$ cat src/rtl/ula_issuer.sv
// ---------------------------------------------------------------------------
// ula_issuer
// Initiator side of the ula operand/result interface. Requests accepted on a
// valid/ready port are issued to a single ula instance (fixed 2-cycle latency,
// no backpressure). Returning results are matched to the in-order issued ops
// and buffered in a response FIFO together with the selector that made them.
//
// Optional build macro: ULA_ISSUER_CHECK_EN
//   When defined, every queued op also carries the result it should produce
//   and the output mismatch_o flags (sticky) any returned result that differs.
//
// Ports
//   clk, rst_n                  clock (rising edge), async active-low reset
//   req_valid_i/req_ready_o     request handshake (ready = credit available)
//   req_a_i, req_b_i, req_sel_i request operands and operation
//   alu_valid_o, alu_data_1_o,
//   alu_data_2_o, alu_sel_o     issue port towards the ula
//   alu_valid_i, alu_data_i     result port from the ula
//   rsp_valid_o/rsp_ready_i     response handshake
//   rsp_data_o, rsp_sel_o       buffered result and its selector
//   busy_o                      ops in flight or responses buffered
//   proto_err_o                 sticky: result arrived with nothing in flight
//   mismatch_o                  (ULA_ISSUER_CHECK_EN only) sticky result check
// ---------------------------------------------------------------------------
module ula_issuer #(
   parameter int DATA_WIDTH = 8,
   parameter int SEL_WIDTH  = 2,
   parameter int RSP_DEPTH  = 4
) (
   input  logic                    clk,
   input  logic                    rst_n,
   input  logic                    req_valid_i,
   output logic                    req_ready_o,
   input  logic [DATA_WIDTH-1:0]   req_a_i,
   input  logic [DATA_WIDTH-1:0]   req_b_i,
   input  logic [SEL_WIDTH-1:0]    req_sel_i,
   output logic                    alu_valid_o,
   output logic [DATA_WIDTH-1:0]   alu_data_1_o,
   output logic [DATA_WIDTH-1:0]   alu_data_2_o,
   output logic [SEL_WIDTH-1:0]    alu_sel_o,
   input  logic                    alu_valid_i,
   input  logic [2*DATA_WIDTH-1:0] alu_data_i,
   output logic                    rsp_valid_o,
   input  logic                    rsp_ready_i,
   output logic [2*DATA_WIDTH-1:0] rsp_data_o,
   output logic [SEL_WIDTH-1:0]    rsp_sel_o,
   output logic                    busy_o,
   output logic                    proto_err_o
`ifdef ULA_ISSUER_CHECK_EN
   ,
   output logic                    mismatch_o
`endif
);

   localparam int PW = $clog2(RSP_DEPTH);
   localparam int CW = PW + 1;
   localparam int RW = 2 * DATA_WIDTH;

   // issue register
   logic                  alu_valid_q, alu_valid_d;
   logic [DATA_WIDTH-1:0] alu_d1_q, alu_d1_d;
   logic [DATA_WIDTH-1:0] alu_d2_q, alu_d2_d;
   logic [SEL_WIDTH-1:0]  alu_sel_q, alu_sel_d;

   // op queue: selectors of ops accepted but not yet returned
   logic [SEL_WIDTH-1:0]  opq_sel_q [RSP_DEPTH];
   logic [SEL_WIDTH-1:0]  opq_sel_d [RSP_DEPTH];
   logic [PW-1:0]         opq_wr_q, opq_wr_d, opq_rd_q, opq_rd_d;
   logic [CW-1:0]         inflight_q, inflight_d;

   // response FIFO
   logic [RW-1:0]         rsp_mem_q [RSP_DEPTH];
   logic [RW-1:0]         rsp_mem_d [RSP_DEPTH];
   logic [SEL_WIDTH-1:0]  rsp_msel_q [RSP_DEPTH];
   logic [SEL_WIDTH-1:0]  rsp_msel_d [RSP_DEPTH];
   logic [PW-1:0]         rsp_wr_q, rsp_wr_d, rsp_rd_q, rsp_rd_d;
   logic [CW-1:0]         rsp_cnt_q, rsp_cnt_d;

   logic                  ready_en_q, ready_en_d;
   logic [2:0]            mask_cnt_q, mask_cnt_d;
   logic                  proto_err_q, proto_err_d;

   logic                  acc, ret, pop;
   logic [CW-1:0]         outstanding;

`ifdef ULA_ISSUER_CHECK_EN
   logic [RW-1:0]         opq_exp_q [RSP_DEPTH];
   logic [RW-1:0]         opq_exp_d [RSP_DEPTH];
   logic [RW-1:0]         exp_res;
   logic                  mismatch_q, mismatch_d;
`endif

   // Credit is purely a function of the counters; ready_en_q only keeps the
   // port low while reset is held.
   assign outstanding  = inflight_q + rsp_cnt_q;
   assign req_ready_o  = ready_en_q && (outstanding < CW'(RSP_DEPTH));
   assign alu_valid_o  = alu_valid_q;
   assign alu_data_1_o = alu_d1_q;
   assign alu_data_2_o = alu_d2_q;
   assign alu_sel_o    = alu_sel_q;
   assign rsp_valid_o  = (rsp_cnt_q != '0);
   assign rsp_data_o   = rsp_mem_q[rsp_rd_q];
   assign rsp_sel_o    = rsp_msel_q[rsp_rd_q];
   assign busy_o       = (outstanding != '0);
   assign proto_err_o  = proto_err_q;

`ifdef ULA_ISSUER_CHECK_EN
   assign mismatch_o = mismatch_q;

   always_comb begin
      exp_res = '0;
      if (req_sel_i == SEL_WIDTH'(0))
         exp_res = RW'(req_a_i) + RW'(req_b_i);
      else if (req_sel_i == SEL_WIDTH'(1))
         exp_res = RW'(req_a_i) - RW'(req_b_i);
      else if (req_sel_i == SEL_WIDTH'(2))
         exp_res = RW'(req_a_i) + RW'(1);
   end
`endif

   always_comb begin
      acc = req_valid_i & req_ready_o;
      // a result only pairs with an op if one is actually in flight
      ret = alu_valid_i & (inflight_q != '0);
      pop = rsp_valid_o & rsp_ready_i;

      alu_valid_d = acc;
      alu_d1_d    = acc ? req_a_i   : alu_d1_q;
      alu_d2_d    = acc ? req_b_i   : alu_d2_q;
      alu_sel_d   = acc ? req_sel_i : alu_sel_q;

      opq_sel_d   = opq_sel_q;
      opq_wr_d    = opq_wr_q;
      opq_rd_d    = opq_rd_q;
      rsp_mem_d   = rsp_mem_q;
      rsp_msel_d  = rsp_msel_q;
      rsp_wr_d    = rsp_wr_q;
      rsp_rd_d    = rsp_rd_q;
      ready_en_d  = 1'b1;
      mask_cnt_d  = mask_cnt_q;
      proto_err_d = proto_err_q;
`ifdef ULA_ISSUER_CHECK_EN
      opq_exp_d   = opq_exp_q;
      mismatch_d  = mismatch_q;
`endif

      if (acc) begin
         opq_sel_d[opq_wr_q] = req_sel_i;
`ifdef ULA_ISSUER_CHECK_EN
         opq_exp_d[opq_wr_q] = exp_res;
`endif
         opq_wr_d = opq_wr_q + PW'(1);
      end

      if (ret) begin
         rsp_mem_d[rsp_wr_q]  = alu_data_i;
         rsp_msel_d[rsp_wr_q] = opq_sel_q[opq_rd_q];
         rsp_wr_d = rsp_wr_q + PW'(1);
         opq_rd_d = opq_rd_q + PW'(1);
`ifdef ULA_ISSUER_CHECK_EN
         if (alu_data_i != opq_exp_q[opq_rd_q])
            mismatch_d = 1'b1;
`endif
      end

      if (pop)
         rsp_rd_d = rsp_rd_q + PW'(1);

      inflight_d = inflight_q + CW'(acc) - CW'(ret);
      rsp_cnt_d  = rsp_cnt_q + CW'(ret) - CW'(pop);

      // Stray results are silently dropped while the post-reset window is
      // open, so ops issued before a reset can drain out of the ula.
      if (alu_valid_i && (inflight_q == '0) && (mask_cnt_q == '0))
         proto_err_d = 1'b1;
      if (mask_cnt_q != '0)
         mask_cnt_d = mask_cnt_q - 3'd1;
   end

   always_ff @(posedge clk or negedge rst_n) begin
      if (!rst_n) begin
         alu_valid_q <= 1'b0;
         alu_d1_q    <= '0;
         alu_d2_q    <= '0;
         alu_sel_q   <= '0;
         for (int i = 0; i < RSP_DEPTH; i++) begin
            opq_sel_q[i]  <= '0;
            rsp_mem_q[i]  <= '0;
            rsp_msel_q[i] <= '0;
`ifdef ULA_ISSUER_CHECK_EN
            opq_exp_q[i]  <= '0;
`endif
         end
         opq_wr_q    <= '0;
         opq_rd_q    <= '0;
         inflight_q  <= '0;
         rsp_wr_q    <= '0;
         rsp_rd_q    <= '0;
         rsp_cnt_q   <= '0;
         ready_en_q  <= 1'b0;
         mask_cnt_q  <= 3'd4;
         proto_err_q <= 1'b0;
`ifdef ULA_ISSUER_CHECK_EN
         mismatch_q  <= 1'b0;
`endif
      end else begin
         alu_valid_q <= alu_valid_d;
         alu_d1_q    <= alu_d1_d;
         alu_d2_q    <= alu_d2_d;
         alu_sel_q   <= alu_sel_d;
         opq_sel_q   <= opq_sel_d;
         rsp_mem_q   <= rsp_mem_d;
         rsp_msel_q  <= rsp_msel_d;
`ifdef ULA_ISSUER_CHECK_EN
         opq_exp_q   <= opq_exp_d;
         mismatch_q  <= mismatch_d;
`endif
         opq_wr_q    <= opq_wr_d;
         opq_rd_q    <= opq_rd_d;
         inflight_q  <= inflight_d;
         rsp_wr_q    <= rsp_wr_d;
         rsp_rd_q    <= rsp_rd_d;
         rsp_cnt_q   <= rsp_cnt_d;
         ready_en_q  <= ready_en_d;
         mask_cnt_q  <= mask_cnt_d;
         proto_err_q <= proto_err_d;
      end
   end

endmodule

$ cat config.mk
export PLATFORM = sky130hd
export DESIGN_NAME = ula_issuer
export DESIGN_NICKNAME = d
export VERILOG_FILES = /design/src/rtl/ula_issuer.sv
export SDC_FILE = /design/constraint.sdc
export NUM_CORES = 1
export LEC_CHECK = 0
export ABC_AREA = 1
export BUFFER_PORTS_ARGS = -buffer_cell sky130_fd_sc_hd__buf_2
export CAP_MARGIN = 20
export CORE_UTILIZATION = 35
export DETAILED_ROUTE_END_ITERATION = 7
export GPL_TIMING_DRIVEN = 0
export PLACE_DENSITY = 0.63
export SETUP_SLACK_MARGIN = 0.5
export SLEW_MARGIN = 15
export SYNTH_ARGS = -nofsm -noshare
export SYNTH_HDL_FRONTEND = slang
export SYNTH_SLANG_ARGS = --single-unit
$ cat constraint.sdc
create_clock -name clk -period 3.9 [get_ports clk]
set_clock_uncertainty 0.1 [all_clocks]
set_input_delay 0.195 -clock clk [delete_from_list [all_inputs] [get_ports clk]]
set_output_delay 0.195 -clock clk [all_outputs]
set_load 0.02 [all_outputs]
==> results.toml, run 1 <==
[timing]
fin_tns_setup_ps = 0
max_slew_margin_pct = 57.2
fmax_ghz = 0.340
final-setup-viol-count = 0
rsz0062_at_grt = "no"
slew_viol_final = 0
tightest_slew_ps = 642
post-route-period-util_pct = 75.5
period_needed_ps = 2940
finalHoldViolations = 0

[logic_synthesis]
synth_largest_type_area_fraction_pct = 53.7
synth_edf_count = 0
synth_fp_nets = 644
avgSynthCellArea_um2 = 9.29
synth_cells = 587
yosysWarningCount = 0
ys_types = 31
synth_top_area_cell = "dfrtp_1"
ys.flop_type = "dfrtp_1"
async_flop_share_pct = 100
synth-seq-cells = 118
synth_area_leaders = "dfrtp_1 54%, nand2_1 12%, o21ai_0 5.6%"
yosysSeqAreaShare_pct = 54.2
syn_area_um2 = 5450

[power]
total_power_w = 0.00618
p_int_w = 0.00364
switching_share_pct = 41.1
powerDensity_nw_per_um2 = 888
vdd.ir_drop.worst_v = 0.000365
power_frac_clock_pct = 22.3
power_frac_seq_pct = 33.9
p_sw_w = 0.00254
p_leak_nw = 3.49
combPwrFrac_pct = 43.8

[worst_setup_path]
worst_setup_path_start_kind = "flip-flop"
reg2reg_setup_slack_ps = 960
worst_ep_arrival_time_ps = 3180
end_kind = "flip-flop"
reg2reg_from = "inflight_q[0]$_DFF_PN0_"
cp.required_ps = 4140
timing.rr.end = "inflight_q[2]$_DFF_PN0_"
r2r_cells = 13
path_class = "reg -> reg"
path_max_fanout = 10

[clocking]
cts_setup_buffers = 0
clk_pin_slew_ps = 50
cts_buffer_depth = 2
cts_root_buf = "clkbuf_16"
insertion_delay_ps = 420
cts_made_buffers = 17
cts_tree = "built"
cts_sinks = 118
cts_max_level = 4

[routing]
drt_wl_total_um = 13000
wl_per_cell_um = 14.1
vias = 4344
ant_nets = 0
dr.pass1.iters = 4
drc = 0
vias_per_cell = 4.74
drt_iter0_markers = 188

[global_routing]
grt_pass1_wl_um = 21800
antenna_found_initial = 0
grt_pass1_vias = 4322
grt_usage_pct = 17.8
gr-total-overflow = 0
grt_start_max_net_pins = 85

[run]
drv_cap = 0

[die]
ios = 80
fp.coreArea_um2 = 15200
row_count = 45
dieArea_um2 = 16100
die_width_um = 127
die_h_um = 127
initial_core_util_pct = 35.9

[outcome]
status = "completed"

[final_layout]
nets = 776
drive_gt1_share_pct = 21.1
diodes = 0
syn_to_final_growth_pct = 27.7
design_area_um2 = 6960

[hold_path]
whs_endpoint = "rsp_mem_q[53]$_DFFE_PN0P_"
hp-class = "in -> reg"
hold_path_depth = 3
min-delay-start = "alu_data_i[5]"

[place]
place.gp.congestion = 0.774
post-dp-hpwl_um = 8180
io_buffers = 79
post_dp_cell_area_um2 = 6120
==> Yosys cell counts (all sizes together) (3+ instances only) <==
cell	number
clkbuf	6
xor2	6
xnor2	3
nand4	4
buf	21
nor2	48
fa	3
nand3	15
o22ai	18
nand2	176
dfrtp	117
o21ai	112
ha	15
inv	39
==> per-stage QoR <==
stage | util, % | hold WS (ps) | std cells | setup slack (ps)
finish | 45.8 | 17.5 | 917 | 957
global route | 45.8 | 10.1 | 917 | 733
CTS | 45.8 | 1.23 | 917 | 915
detailed placement | 40.2 | 15.3 | 855 | 945
global placement | 40.0 | 297 | 854 | 944
floorplan | - | -201 | 587 | 1020
==> power groups by stage <==
stage / Combinational, W / Clock, W / Sequential, W
floorplan: 0.00183 / 0 / 0.00216
global placement: 0.00267 / 0 / 0.00209
detailed placement: 0.00272 / 0 / 0.00210
CTS: 0.00275 / 0.00141 / 0.00210
global route: 0.00306 / 0.00148 / 0.00217
finish: 0.00271 / 0.00138 / 0.00209
==> state kept, by name, indices dropped and copies added, names as in the netlist <==
register	flops
alu_sel_o	2
ready_en_q	1
rsp_rd_q	2
mask_cnt_q	3
rsp_wr_q	2
rsp_cnt_q	3
alu_valid_o	1
opq_rd_q	2
inflight_q	3
opq_sel_q	8
rsp_mem_q	64
rsp_msel_q	8
opq_wr_q	2
alu_data_1_o	8
alu_data_2_o	8
proto_err_o	1
==> layout make-up <==
type | count | area (um2)
Fill cell | 1506 | 8240
Sequential cell | 118 | 2950
Multi-Input combinational cell | 402 | 2100
Timing Repair Buffer | 113 | 759
Clock buffer | 25 | 495
Buffer | 27 | 244
Tap cell | 188 | 235
Inverter | 40 | 158
Clock inverter | 4 | 22.5
==> cell families (layout without fill, tap and decap cells) <==
logic type | Yosys count | in the layout | share of synthesized area (%)
and+or+nand+nor | 243 | 243 | 18.6
AOI/OAI and AO/OA | 131 | 131 | 13.7
DFF | 118 | 118 | 54.2
buffers and inverters | 67 | 209 | 7.37
adders and majority gates | 18 | 18 | 4.54
xor gates and xnor gates | 9 | 9 | 1.45
other | 1 | 1 | 0.0688
==> layer usage <==
metal | vias to the layer above | share of wire (%) | GRT usage, %
met5 | - | 0 | 0
met4 | 0 | 0.93 | 5.46
met3 | 12 | 4.6 | 5.95
met2 | 98 | 49 | 28.8
met1 | 2066 | 46 | 22.4
li1 | 2168 | - | -
==> how the worst max path moves through the flow <==
stage	start	end
after floorplan	inflight_q[0]$_DFF_PN0_	inflight_q[2]$_DFF_PN0_
after detailed placement	inflight_q[0]$_DFF_PN0_	inflight_q[2]$_DFF_PN0_
final	inflight_q[0]$_DFF_PN0_	inflight_q[2]$_DFF_PN0_
after global placement	inflight_q[0]$_DFF_PN0_	inflight_q[2]$_DFF_PN0_
after global routing	inflight_q[0]$_DFF_PN0_	inflight_q[2]$_DFF_PN0_
after CTS	inflight_q[0]$_DFF_PN0_	inflight_q[2]$_DFF_PN0_
==> placed cells by master (no fill, tap or decap), types with 2 or more instances in the layout <==
master | Yosys | final
nand2_1 | 171 | 171
clkbuf_1 | 6 | 10
dlygate4sd3_1 | 0 | 33
clkbuf_16 | 0 | 17
xnor2_1 | 3 | 3
ha_1 | 15 | 15
o21ai_0 | 61 | 61
clkbuf_8 | 0 | 4
clkinv_2 | 0 | 3
o21ai_1 | 35 | 35
buf_2 | 4 | 82
inv_1 | 36 | 36
nor2_1 | 47 | 47
buf_8 | 3 | 3
dfrtp_1 | 117 | 117
buf_4 | 5 | 5
fa_1 | 3 | 3
o22ai_1 | 18 | 18
o21ai_2 | 15 | 15
nand4_1 | 4 | 4
buf_6 | 7 | 8
nand2_8 | 4 | 4
buf_12 | 2 | 2
nand3_1 | 14 | 14
xor2_1 | 6 | 6
inv_2 | 2 | 2
==> critical path, cell delays in order, from the launching register on <==
cell and delay, ps:
dfrtp_1 430, ha_1 230, fa_1 410, nand2_1 100, nand3_2 90, inv_2 70
nand2_1 60, buf_4 170, ha_1 280, inv_1 40, ha_1 180, fa_1 370
xnor2_1 170, xor2_1 160
==> timing repair <==
action,4_1_cts,5_1_grt
resized for setup,0,0
hold endpoints to repair,126,0
setup endpoints to repair,0,0
hold buffers,33,0
Power figures use the tool's default switching activity.
==> inputs of run 2 (changes only) <==
- clock period: 3.9 -> 2.9 ns (I/O delays scaled with it)
==> results.toml, run 2 (synthesized netlist as in run 1, its figures left out) <==
[worst_setup_path]
worst_ep_arrival_time_ps = 2860
path_cells = "ha_4 > fa_2 > nand2_2 > nand3_4 > inv_4 > nand2_4 > buf_6 > ha_4 > inv_2 > ha_4 > fa_2 > xnor2_2 > xor2_1"
path_max_fanout = 3
worst-path-buf-inv = 3
critPathTopFamily = "adder cells"
path_class = "reg -> reg"
cp_slowest_cell = "dfrtp_1"
cp.required_ps = 3090
worst_setup_path_start_kind = "flip-flop"
cpPeakStageDelay_ps = 410
worst_path_most_repeated_cell = "ha_4"
end_kind = "flip-flop"

[routing]
ant_nets = 0
drt_wl_total_um = 13700
drt_iter0_markers = 225
drc = 0
wl_per_cell_um = 14.7
vias = 4501
vias_per_cell = 4.84
dr.pass1.iters = 4

[global_routing]
antenna_found_initial = 0
grt_start_max_net_pins = 90
grt_pass1_wl_um = 22200
grt_usage_pct = 18.1
gr-total-overflow = 0
grt_pass1_vias = 4564

[timing]
slew_viol_final = 0
max_slew_margin_pct = 58.6
fin_tns_setup_ps = 0
tightest_slew_ps = 621
final-setup-viol-count = 0
rsz0062_at_grt = "yes"
period_needed_ps = 2670
post-route-period-util_pct = 92.1
finalHoldViolations = 0
fin_ws_ps = 230
whs_ps = 13.7
fmax_ghz = 0.374

[power]
p_sw_w = 0.00360
power_frac_seq_pct = 32.5
switching_share_pct = 41.2
combPwrFrac_pct = 44.9
powerDensity_nw_per_um2 = 1210
p_leak_nw = 3.58
vdd.ir_drop.worst_v = 0.000654
p_int_w = 0.00514
power_frac_clock_pct = 22.6

[final_layout]
top_register = "rsp_mem_q"
syn_to_final_growth_pct = 31.9
stdcell_count = 929
layout_common_cells = "167 x nand2_1, 116 x dfrtp_1, 82 x buf_2, 61 x o21ai_0, 47 x nor2_1"
nets = 786
layout_commonest_cell = "nand2_1"
design_area_um2 = 7190
drive_gt1_share_pct = 25.1
largest_reg_flops = 64
diodes = 0
n_fill_cell = 1463

[clocking]
cts_made_buffers = 17
cts_tree = "built"
clk_pin_slew_ps = 50
insertion_delay_ps = 410
cts_sinks = 118
cts_buffer_depth = 2
cts_root_buf = "clkbuf_16"
cts_max_level = 4

[place]
place.gp.congestion = 0.838
dpl_worst_slack_ps = 141
post-dp-hpwl_um = 9010
io_buffers = 79
post_dp_cell_area_um2 = 6170
placed_cells = 855

[hold_path]
hp-class = "in -> reg"

[die]
die_h_um = 127
dieArea_um2 = 16100
initial_core_util_pct = 35.9
row_count = 45
ios = 80
fp.coreArea_um2 = 15200
die_width_um = 127

[run]
drv_cap = 0

[outcome]
status = "completed"
[run 2: per-layer routing]
| layer | vias to the layer above | track usage (%) | wire length [um] |
|---|---|---|---|
| li1 | 2189 | - | - |
| met1 | 2172 | 21.5 | 5910 |
| met2 | 119 | 31.3 | 6900 |
| met3 | 21 | 4.30 | 618 |
| met4 | 0 | 7.42 | 265 |
| met5 | - | 0 | 0 |
[run 2: cell type report]
cell class / instances / area (um2) / area share, %
Sequential cell: 118 / 2960 / 41.1
Multi-Input combinational cell: 402 / 2180 / 30.4
Timing Repair Buffer: 123 / 842 / 11.7
Clock buffer: 22 / 484 / 6.73
Buffer: 27 / 251 / 3.50
Tap cell: 188 / 235 / 3.27
Inverter: 40 / 164 / 2.28
Clock inverter: 9 / 76.3 / 1.06
[run 2: metrics by stage]
step / util, % / total power [W]
6_report: 47.3 / 0.00874
5_1_grt: 47.3 / 0.00936
4_1_cts: 47.0 / 0.00875
3_5_place_dp: 40.6 / 0.00660
3_3_place_gp: 40.4 / 0.00643
2_1_floorplan: - / 0.00541
[run 2: repair_timing]
item,4_1_cts,5_1_grt
setup buffers,4,3
endpoints found under the setup margin,4,10
hold endpoints to repair,205,0
resized for setup,5,11
cloned,0,0
hold buffers,36,0
pin swaps,1,2
[run 2: power groups by stage]
| stage | clock (W) | sequential, W | combinational (W) |
|---|---|---|---|
| finish | 0.00197 | 0.00284 | 0.00393 |
| detailed placement | 0 | 0.00286 | 0.00375 |
| global placement | 0 | 0.00282 | 0.00362 |
| global route | 0.00209 | 0.00292 | 0.00435 |
| floorplan | 0 | 0.00292 | 0.00250 |
| CTS | 0.00201 | 0.00283 | 0.00390 |
[run 2: path summary, 6_finish.rpt]
kind	startpoint	end	slack (ps)	cells after the start
worst max-delay path	rsp_cnt_q[0]$_DFF_PN0_	inflight_q[2]$_DFF_PN0_	230	13
worst min-delay path	rsp_ready_i	rsp_rd_q[0]$_DFFE_PN0P_	10	5
worst max register to register	rsp_cnt_q[0]$_DFF_PN0_	inflight_q[2]$_DFF_PN0_	230	13
worst min register to register	proto_err_o$_DFFE_PN0P_	proto_err_o$_DFFE_PN0P_	360	1
max in group asynchronous	rst_n	rsp_mem_q[10]$_DFFE_PN0P_	1890	3
min in group asynchronous	rst_n	rsp_mem_q[12]$_DFFE_PN0P_	70	2
[run 2: worst reg2reg max path, cell delays in order (launching register included)]
cell and delay, ps:
dfrtp_1 410, ha_4 180, fa_2 390, nand2_2 100, nand3_4 80, inv_4 70, nand2_4 40, buf_6 120
ha_4 250, inv_2 40, ha_4 140, fa_2 350, xnor2_2 140, xor2_1 140
